<file path="config.mk">
export PLATFORM = sky130hd
export DESIGN_NAME = ntt_rr_arbiter
export DESIGN_NICKNAME = d
export VERILOG_FILES = /design/src/rtl/ntt_rr_arbiter_pkg.sv /design/src/rtl/ntt_rr_arbiter_rr_prio_enc.sv /design/src/rtl/ntt_rr_arbiter.sv
export SDC_FILE = /design/constraint.sdc
export NUM_CORES = 1
export LEC_CHECK = 0
export BUFFER_PORTS_ARGS = -buffer_cell sky130_fd_sc_hd__buf_2
export CORE_UTILIZATION = 45
export DETAILED_ROUTE_END_ITERATION = 16
export PLACE_DENSITY = 0.66
export SYNTH_ARGS = -nofsm -noshare
export SYNTH_HDL_FRONTEND = slang
export SYNTH_SLANG_ARGS = --single-unit
</file>
<file path="constraint.sdc">
create_clock -name clk_i -period 2.1 [get_ports clk_i]
set_input_delay 0 -clock clk_i [delete_from_list [all_inputs] [get_ports clk_i]]
set_output_delay 0 -clock clk_i [all_outputs]
set_load 0.01 [all_outputs]
</file>
<file path="src/rtl/ntt_rr_arbiter_pkg.sv">
`default_nettype none
// ============================================================================
// Module      : ntt_rr_arbiter_pkg
// Description : Shared KEM types for the NTT scheduling path. Holds the
//               wrapper mode encoding, the default watchdog budget and the
//               helper that says which modes the NTT wrapper can execute.
// Revision    : 1.0 - initial release
// ============================================================================
package ntt_rr_arbiter_pkg;

  // Operation codes understood by the polynomial datapath. The shared NTT
  // wrapper implements only the forward transform and the pointwise
  // multiply; the remaining encodings are reserved for other engines.
  typedef enum logic [1:0] {
    NTT_a  = 2'd0,
    PWM_ab = 2'd1,
    INTT_a = 2'd2,
    RSVD_3 = 2'd3
  } ntt_mode_t;

  // A full wrapper NTT job takes about 1.1k cycles; this leaves ample margin
  // before the watchdog gives up on a stuck wrapper.
  localparam int NTT_TIMEOUT_CYCLES = 4095;

  // True when the wrapper can execute the requested mode.
  function automatic logic ntt_mode_legal(input ntt_mode_t mode);
    return (mode == NTT_a) || (mode == PWM_ab);
  endfunction

endpackage : ntt_rr_arbiter_pkg
`default_nettype wire

</file>
<file path="src/rtl/ntt_rr_arbiter_rr_prio_enc.sv">
`default_nettype none
// ============================================================================
// Module      : rr_prio_enc
// Description : Circular priority encoder. Finds the first asserted request
//               at or after the pointer position, wrapping past N_REQ-1.
// Ports       : req   - request vector
//               ptr   - position that has highest priority (0..N_REQ-1)
//               valid - at least one request is asserted
//               idx   - index of the winning request (0 when none)
// Revision    : 1.0 - initial release
// ============================================================================
module rr_prio_enc #(
  parameter int N_REQ = 3,
  parameter int SEL_W = $clog2(N_REQ)
) (
  input  logic [N_REQ-1:0] req,
  input  logic [SEL_W-1:0] ptr,
  output logic             valid,
  output logic [SEL_W-1:0] idx
);

  // ptr + offset never exceeds 2*N_REQ-2, so one conditional subtract wraps.
  function automatic int wrap(input int pos);
    return (pos >= N_REQ) ? pos - N_REQ : pos;
  endfunction

  logic [SEL_W-1:0] w_pos;

  always_comb begin
    valid = |req;
    idx   = '0;
    w_pos = '0;
    // Walk from the farthest offset back to the pointer itself so the
    // closest asserted request is the last one written.
    for (int off = N_REQ - 1; off >= 0; off--) begin
      w_pos = SEL_W'(wrap(int'(ptr) + off));
      if (req[w_pos]) begin
        idx = w_pos;
      end
    end
  end

endmodule : rr_prio_enc
`default_nettype wire

</file>
<file path="src/rtl/ntt_rr_arbiter.sv">
`default_nettype none
// ============================================================================
// Module      : ntt_rr_arbiter
// Description : Round-robin scheduler sharing one NTT wrapper between N_REQ
//               sequencers. Grants one job at a time, pulses the wrapper run
//               input with the granted mode, steers the operand mux, returns
//               a per-requester completion pulse, aborts jobs that exceed the
//               watchdog budget and rejects modes the wrapper cannot run.
// Ports       : clk_i, rst_n_i  - clock, asynchronous active-low reset
//               req_i / mode_i  - per-requester job request and mode
//               ack_o / done_o  - one-hot accept / finish pulses
//               ntt_run_o, ntt_mode_o, ntt_sel_o - wrapper control
//               ntt_done_i      - wrapper completion
//               busy_o, err_timeout_o, err_mode_o - status (errors sticky)
// Revision    : 1.0 - initial release
// ============================================================================
module ntt_rr_arbiter
  import ntt_rr_arbiter_pkg::*;
#(
  parameter int N_REQ   = 3,
  parameter int TIMEOUT = NTT_TIMEOUT_CYCLES,
  parameter int SEL_W   = $clog2(N_REQ)
) (
  input  logic             clk_i,
  input  logic             rst_n_i,
  input  logic [N_REQ-1:0] req_i,
  input  ntt_mode_t        mode_i [N_REQ],
  output logic [N_REQ-1:0] ack_o,
  output logic [N_REQ-1:0] done_o,
  output logic             ntt_run_o,
  output ntt_mode_t        ntt_mode_o,
  output logic [SEL_W-1:0] ntt_sel_o,
  input  logic             ntt_done_i,
  output logic             busy_o,
  output logic             err_timeout_o,
  output logic             err_mode_o
);

  // The watchdog only has to count up to TIMEOUT-1 before firing.
  localparam int             WD_W    = (TIMEOUT < 2) ? 1 : $clog2(TIMEOUT);
  localparam logic [WD_W-1:0] WD_LAST = WD_W'(TIMEOUT - 1);
  localparam logic [SEL_W-1:0] SEL_LAST = SEL_W'(N_REQ - 1);

  typedef enum logic [1:0] {
    S_IDLE  = 2'd0,
    S_ISSUE = 2'd1,
    S_WAIT  = 2'd2,
    S_FIN   = 2'd3
  } state_t;

  function automatic logic [N_REQ-1:0] grant_vec(input logic [SEL_W-1:0] idx);
    logic [N_REQ-1:0] v;
    v      = '0;
    v[idx] = 1'b1;
    return v;
  endfunction

  // --------------------------------------------------------------------------
  // Registers
  // --------------------------------------------------------------------------
  state_t           r_state;
  logic [N_REQ-1:0] r_req;
  logic [SEL_W-1:0] r_ptr;
  logic [SEL_W-1:0] r_grant;
  ntt_mode_t        r_mode;
  logic [WD_W-1:0]  r_wd;
  logic [N_REQ-1:0] r_ack;
  logic [N_REQ-1:0] r_done;
  logic             r_run;
  logic             r_busy;
  logic             r_err_to;
  logic             r_err_mode;

  // Next-state values
  state_t           w_state;
  logic [SEL_W-1:0] w_ptr;
  logic [SEL_W-1:0] w_grant;
  ntt_mode_t        w_mode;
  logic [WD_W-1:0]  w_wd;
  logic [N_REQ-1:0] w_ack;
  logic [N_REQ-1:0] w_done;
  logic             w_run;
  logic             w_busy;
  logic             w_err_to;
  logic             w_err_mode;

  logic             w_req_valid;
  logic [SEL_W-1:0] w_req_idx;

  // Arbitration works on the captured request vector, so a request that
  // rises in cycle t is granted at the end of t+1 and acknowledged in t+2.
  rr_prio_enc #(
    .N_REQ (N_REQ),
    .SEL_W (SEL_W)
  ) u_prio_enc (
    .req   (r_req),
    .ptr   (r_ptr),
    .valid (w_req_valid),
    .idx   (w_req_idx)
  );

  // --------------------------------------------------------------------------
  // Next-state and output decode
  // --------------------------------------------------------------------------
  always_comb begin
    w_state    = r_state;
    w_ptr      = r_ptr;
    w_grant    = r_grant;
    w_mode     = r_mode;
    w_wd       = r_wd;
    w_ack      = '0;
    w_done     = '0;
    w_run      = 1'b0;
    w_err_to   = r_err_to;
    w_err_mode = r_err_mode;

    case (r_state)
      S_IDLE: begin
        if (w_req_valid) begin
          // Grant, mode and mux select are latched together; the accept
          // pulse and (for a legal mode) the run pulse fill the ISSUE cycle.
          w_state = S_ISSUE;
          w_grant = w_req_idx;
          w_mode  = mode_i[w_req_idx];
          w_ack   = grant_vec(w_req_idx);
          w_run   = ntt_mode_legal(mode_i[w_req_idx]);
        end
      end

      S_ISSUE: begin
        w_wd = '0;
        if (ntt_mode_legal(r_mode)) begin
          w_state = S_WAIT;
        end else begin
          // Rejected job: finish immediately, wrapper never started.
          w_state    = S_FIN;
          w_err_mode = 1'b1;
          w_done     = grant_vec(r_grant);
        end
      end

      S_WAIT: begin
        // Completion is checked first so a done arriving on the watchdog's
        // final cycle still counts as a normal finish.
        if (ntt_done_i) begin
          w_state = S_FIN;
          w_done  = grant_vec(r_grant);
        end else if (r_wd == WD_LAST) begin
          w_state  = S_FIN;
          w_err_to = 1'b1;
          w_done   = grant_vec(r_grant);
        end else begin
          w_wd = r_wd + WD_W'(1);
        end
      end

      S_FIN: begin
        w_state = S_IDLE;
        w_wd    = '0;
        w_ptr   = (r_grant == SEL_LAST) ? '0 : r_grant + SEL_W'(1);
      end

      default: begin
        w_state = S_IDLE;
      end
    endcase
  end

  assign w_busy = (w_state != S_IDLE);

  // --------------------------------------------------------------------------
  // State and registered outputs
  // --------------------------------------------------------------------------
  always_ff @(posedge clk_i or negedge rst_n_i) begin
    if (!rst_n_i) begin
      r_state    <= S_IDLE;
      r_req      <= '0;
      r_ptr      <= '0;
      r_grant    <= '0;
      r_mode     <= NTT_a;
      r_wd       <= '0;
      r_ack      <= '0;
      r_done     <= '0;
      r_run      <= 1'b0;
      r_busy     <= 1'b0;
      r_err_to   <= 1'b0;
      r_err_mode <= 1'b0;
    end else begin
      r_state    <= w_state;
      r_req      <= req_i;
      r_ptr      <= w_ptr;
      r_grant    <= w_grant;
      r_mode     <= w_mode;
      r_wd       <= w_wd;
      r_ack      <= w_ack;
      r_done     <= w_done;
      r_run      <= w_run;
      r_busy     <= w_busy;
      r_err_to   <= w_err_to;
      r_err_mode <= w_err_mode;
    end
  end

  assign ack_o         = r_ack;
  assign done_o        = r_done;
  assign ntt_run_o     = r_run;
  assign ntt_mode_o    = r_mode;
  assign ntt_sel_o     = r_grant;
  assign busy_o        = r_busy;
  assign err_timeout_o = r_err_to;
  assign err_mode_o    = r_err_mode;

endmodule : ntt_rr_arbiter
`default_nettype wire
</file>
==> metrics.md <==
| Metric | Value |
|---|---|
| Diode count | `0` |
| RR Endpoint | `ntt_sel_o[0]` |
| CTS max path bufs | `2` |
| H-tree level count | `2` |
| First-pass GRT wire length | `6510 um` |
| Leak | `0.986 nW` |
| Status | `complete, no violations` |
| IO buf count | `25` |
| Slowest CP cell | `a2111o_1` |
| FF-to-FF path depth | `7` |
| Clock root buffer master | `clkbuf_8` |
| Setup violators final | `0` |
| Ys Warns | `0` |
| Share of post-route cells with drive strength above 1 | `0.232` |
| WL final | `3840 um` |
| CP startpoint kind | `register` |
| Mapped Area | `0.00173 mm2` |
| Per-cell routed wire length | `15.1 um` |
| Post-CTS Setup Bufs | `0` |
| Total gr overflow | `0` |
| Util after Layout | `0.566` |
| Design area | `0.00209 mm2` |
| Tmin final | `2.00 ns` |
| Core footprint | `0.00369 mm2` |
| Placed instance area | `0.00191 mm2` |
| Starting DRT DRC Count | `70` |
| CP max stage delay | `0.40 ns` |
| Die W | `64.1 um` |
| Slack of the worst reg-to-reg path | `0.1 ns` |
| # rows | `22` |
| Total number of vias | `1442` |
| RSZ-0062 raised after global routing | `no` |
| Buf+Inv Stages, Crit Path | `1` |
| Vias in the first global route | `1444` |
| Crit path cell chain | `inv_1 > ha_4 > mux2i_1 > o21ai_1 > a2111o_1 > a2111oi_4 > a21o_1` |
| Min-Delay Startpoint | `mode_i[0]` |
| Synthesized net count | `195` |
| Final Max Slew Viols | `0` |
| Pre-CTS WS | `-0.0519 ns` |
| Setup WS post-layout | `0.0970 ns` |
| Max-Cap Viols | `0` |
| Die H | `64.1 um` |
| CTS Buf Count | `5` |
| Clock transition at path regs | `0.07 ns` |
| Slew Limit Headroom | `0.512` |
| TritonRoute pass-1 iters | `4` |
| Residual DRC | `0` |
| Post-synthesis sequential area ratio | `0.477` |
| WP data arrival | `2.23 ns` |
| Delay-heaviest family, CP | `compound AO/OA/AOI/OAI gates` |
| Slew @ Worst Pin | `0.732 ns` |
| Clock skew | `0.00318 ns` |
| CTS tree | `yes` |
| FMAX | `499 MHz` |
| Worst min-delay path class | `primary input to register` |
| Number of routed nets with antenna violations | `0` |
| CP max FO | `8` |
| Launch point of the worst reg-to-reg path | `r_ptr[0]` |
| Total track usage | `0.209` |
| Netlist cell types | `43` |
| Hold Path End | `ntt_mode_o[0]` |
| FF+latch count, synth | `33` |
| Die area | `0.00410 mm2` |
| CTS sink cnt | `33` |
| Clock Latency Late Sink | `0.29 ns` |
| Worst VDD drop | `0.813 mV` |
| Req. time, crit path | `2.33 ns` |
| Gate Count Post-Synth | `174` |
| Syn-to-layout area delta | `20.6%` |
| Syn_area_per_cell | `9.96 um2` |
| Final period utilization | `0.954` |
| # IOs | `26` |
| Commonest non-fill, non-tap cells in the layout | `dfrtp_1 (33), buf_2 (25), nand2_1 (15), o21ai_0 (14)` |
| Commonest non-fill, non-tap cell in the layout | `dfrtp_1` |
| Final HPWL DP | `2680 um` |
| CP Class | `register to register` |
| Final nets | `227` |
| Via density | `5.65` |
| Initial antenna violation count | `0` |
| Pwr Density | `1340 mW/mm2` |
| Hold depth | `3` |
| Starting Density | `0.470` |
| Setup crit end kind | `register` |
| Largest net degree at the start of global routing | `34` |
| Final Hold Viols | `0` |
| Placer congestion estimate | `0.923` |
[flip-flops by register name, indices dropped and copies added, names as in the netlist]
| signal | count |
|---|---|
| ntt_mode_o | 2 |
| r_ptr | 2 |
| busy_o | 1 |
| err_mode_o | 1 |
| err_timeout_o | 1 |
| ack_o | 3 |
| r_wd | 12 |
| r_state | 2 |
| ntt_sel_o | 2 |
| r_req | 3 |
| ntt_run_o | 1 |
| done_o | 3 |
[synth_stat cells, drive strengths merged]
| library cell | number | share of area |
|---|---|---|
| a2111o | 1 | 0.0065 |
| a2111oi | 1 | 0.0087 |
| a21bo | 1 | 0.0058 |
| a21o | 4 | 0.017 |
| a21oi | 4 | 0.012 |
| a22o | 1 | 0.0051 |
| a31o | 1 | 0.0051 |
| a31oi | 2 | 0.0072 |
| and2b | 1 | 0.0043 |
| and3 | 1 | 0.0036 |
| and3b | 1 | 0.0051 |
| and4 | 1 | 0.0051 |
| buf | 4 | 0.014 |
| clkbuf | 4 | 0.0087 |
| dfrtp | 33 | 0.48 |
| ha | 9 | 0.065 |
| inv | 10 | 0.022 |
| mux2i | 4 | 0.023 |
| nand2 | 15 | 0.032 |
| nand2b | 3 | 0.011 |
| nand3 | 7 | 0.020 |
| nand3b | 1 | 0.0043 |
| nand4 | 3 | 0.014 |
| nor2 | 9 | 0.019 |
| nor2b | 6 | 0.022 |
| nor3 | 4 | 0.012 |
| nor3b | 1 | 0.0043 |
| o211a | 2 | 0.012 |
| o211ai | 1 | 0.0043 |
| o21ai | 16 | 0.046 |
| o21bai | 1 | 0.0043 |
| o221ai | 3 | 0.015 |
| o22a | 1 | 0.0051 |
| o22ai | 2 | 0.0072 |
| o2bb2ai | 1 | 0.0051 |
| o31ai | 10 | 0.043 |
| o41ai | 1 | 0.0094 |
| or2 | 3 | 0.011 |
| or3 | 1 | 0.0036 |
[routing by layer]
layer | vias to the layer above | global-route usage | wire length, um
li1 | 692 | - | -
met1 | 713 | 0.237 | 1630
met2 | 27 | 0.368 | 1970
met3 | 10 | 0.0518 | 162
met4 | 0 | 0.0938 | 80
met5 | - | 0 | 0
[logic make-up after synthesis]
| logic type | count (synthesis) | share of synthesized area |
|---|---|---|
| AO/OA/AOI/OAI | 53 | 0.219 |
| adder cells (fa/ha/maj) | 9 | 0.0650 |
| AND/OR/NAND/NOR | 57 | 0.172 |
| flip-flops | 33 | 0.477 |
| multiplexers | 4 | 0.0231 |
| buffers and inverters | 18 | 0.0448 |
[final cells by class]
cell class | instances | area (um2)
fill | 337 | 1600
multi-input combinational | 123 | 870
tap | 48 | 60.1
clock buffer | 7 | 96.3
timing repair buffer | 33 | 195
inverter | 10 | 37.5
clock inverter | 1 | 5.00
sequential | 33 | 826
[report_power, final]
part           total, W  internal, W  switching (W)  leakage, nW
registers      0.000924     0.000788       0.000136        0.430
logic           0.00135     0.000583       0.000771        0.502
clock network  0.000528     0.000296       0.000232       0.0542
[worst min-delay path: stages]
cell	delay (ns)
buf_2	0.10
nand2_1	0.05
o221ai_1	0.11
[worst max path at each step]
stage                     startpoint            end  slack, ns  cells after the start
after detailed placement    r_ptr[0]   ntt_sel_o[0]      -0.05                      7
after floorplan             r_ptr[0]   ntt_sel_o[0]       0.14                      7
after global placement      r_ptr[0]   ntt_sel_o[0]       0.04                      7
after global routing        r_ptr[0]  ntt_mode_o[1]      0.006                      7
final                       r_ptr[0]   ntt_sel_o[0]        0.1                      7
after CTS                   r_ptr[0]   ntt_sel_o[0]      0.005                      7
[per-stage QoR]
stage | setup TNS [ns] | power, W | hold WS (ns) | std cells
global placement | 0 | 0.00211 | 0.0956 | 243
detailed placement | -0.0519 | 0.00217 | 0.103 | 243
global route | 0 | 0.00302 | 0.0450 | 255
CTS | 0 | 0.00279 | 0.0183 | 255
floorplan | 0 | 0.00183 | -0.296 | 174
finish | 0 | 0.00281 | 0.0233 | 255
[repair_timing]
action                                 4_1_cts  5_1_grt
setup endpoints to repair                    2        6
pin swaps                                    0        2
endpoints found under the hold margin       36        0
hold buffers                                 4        0
resized for setup                            4        4
No activity file was read; power rests on OpenSTA's default activity.
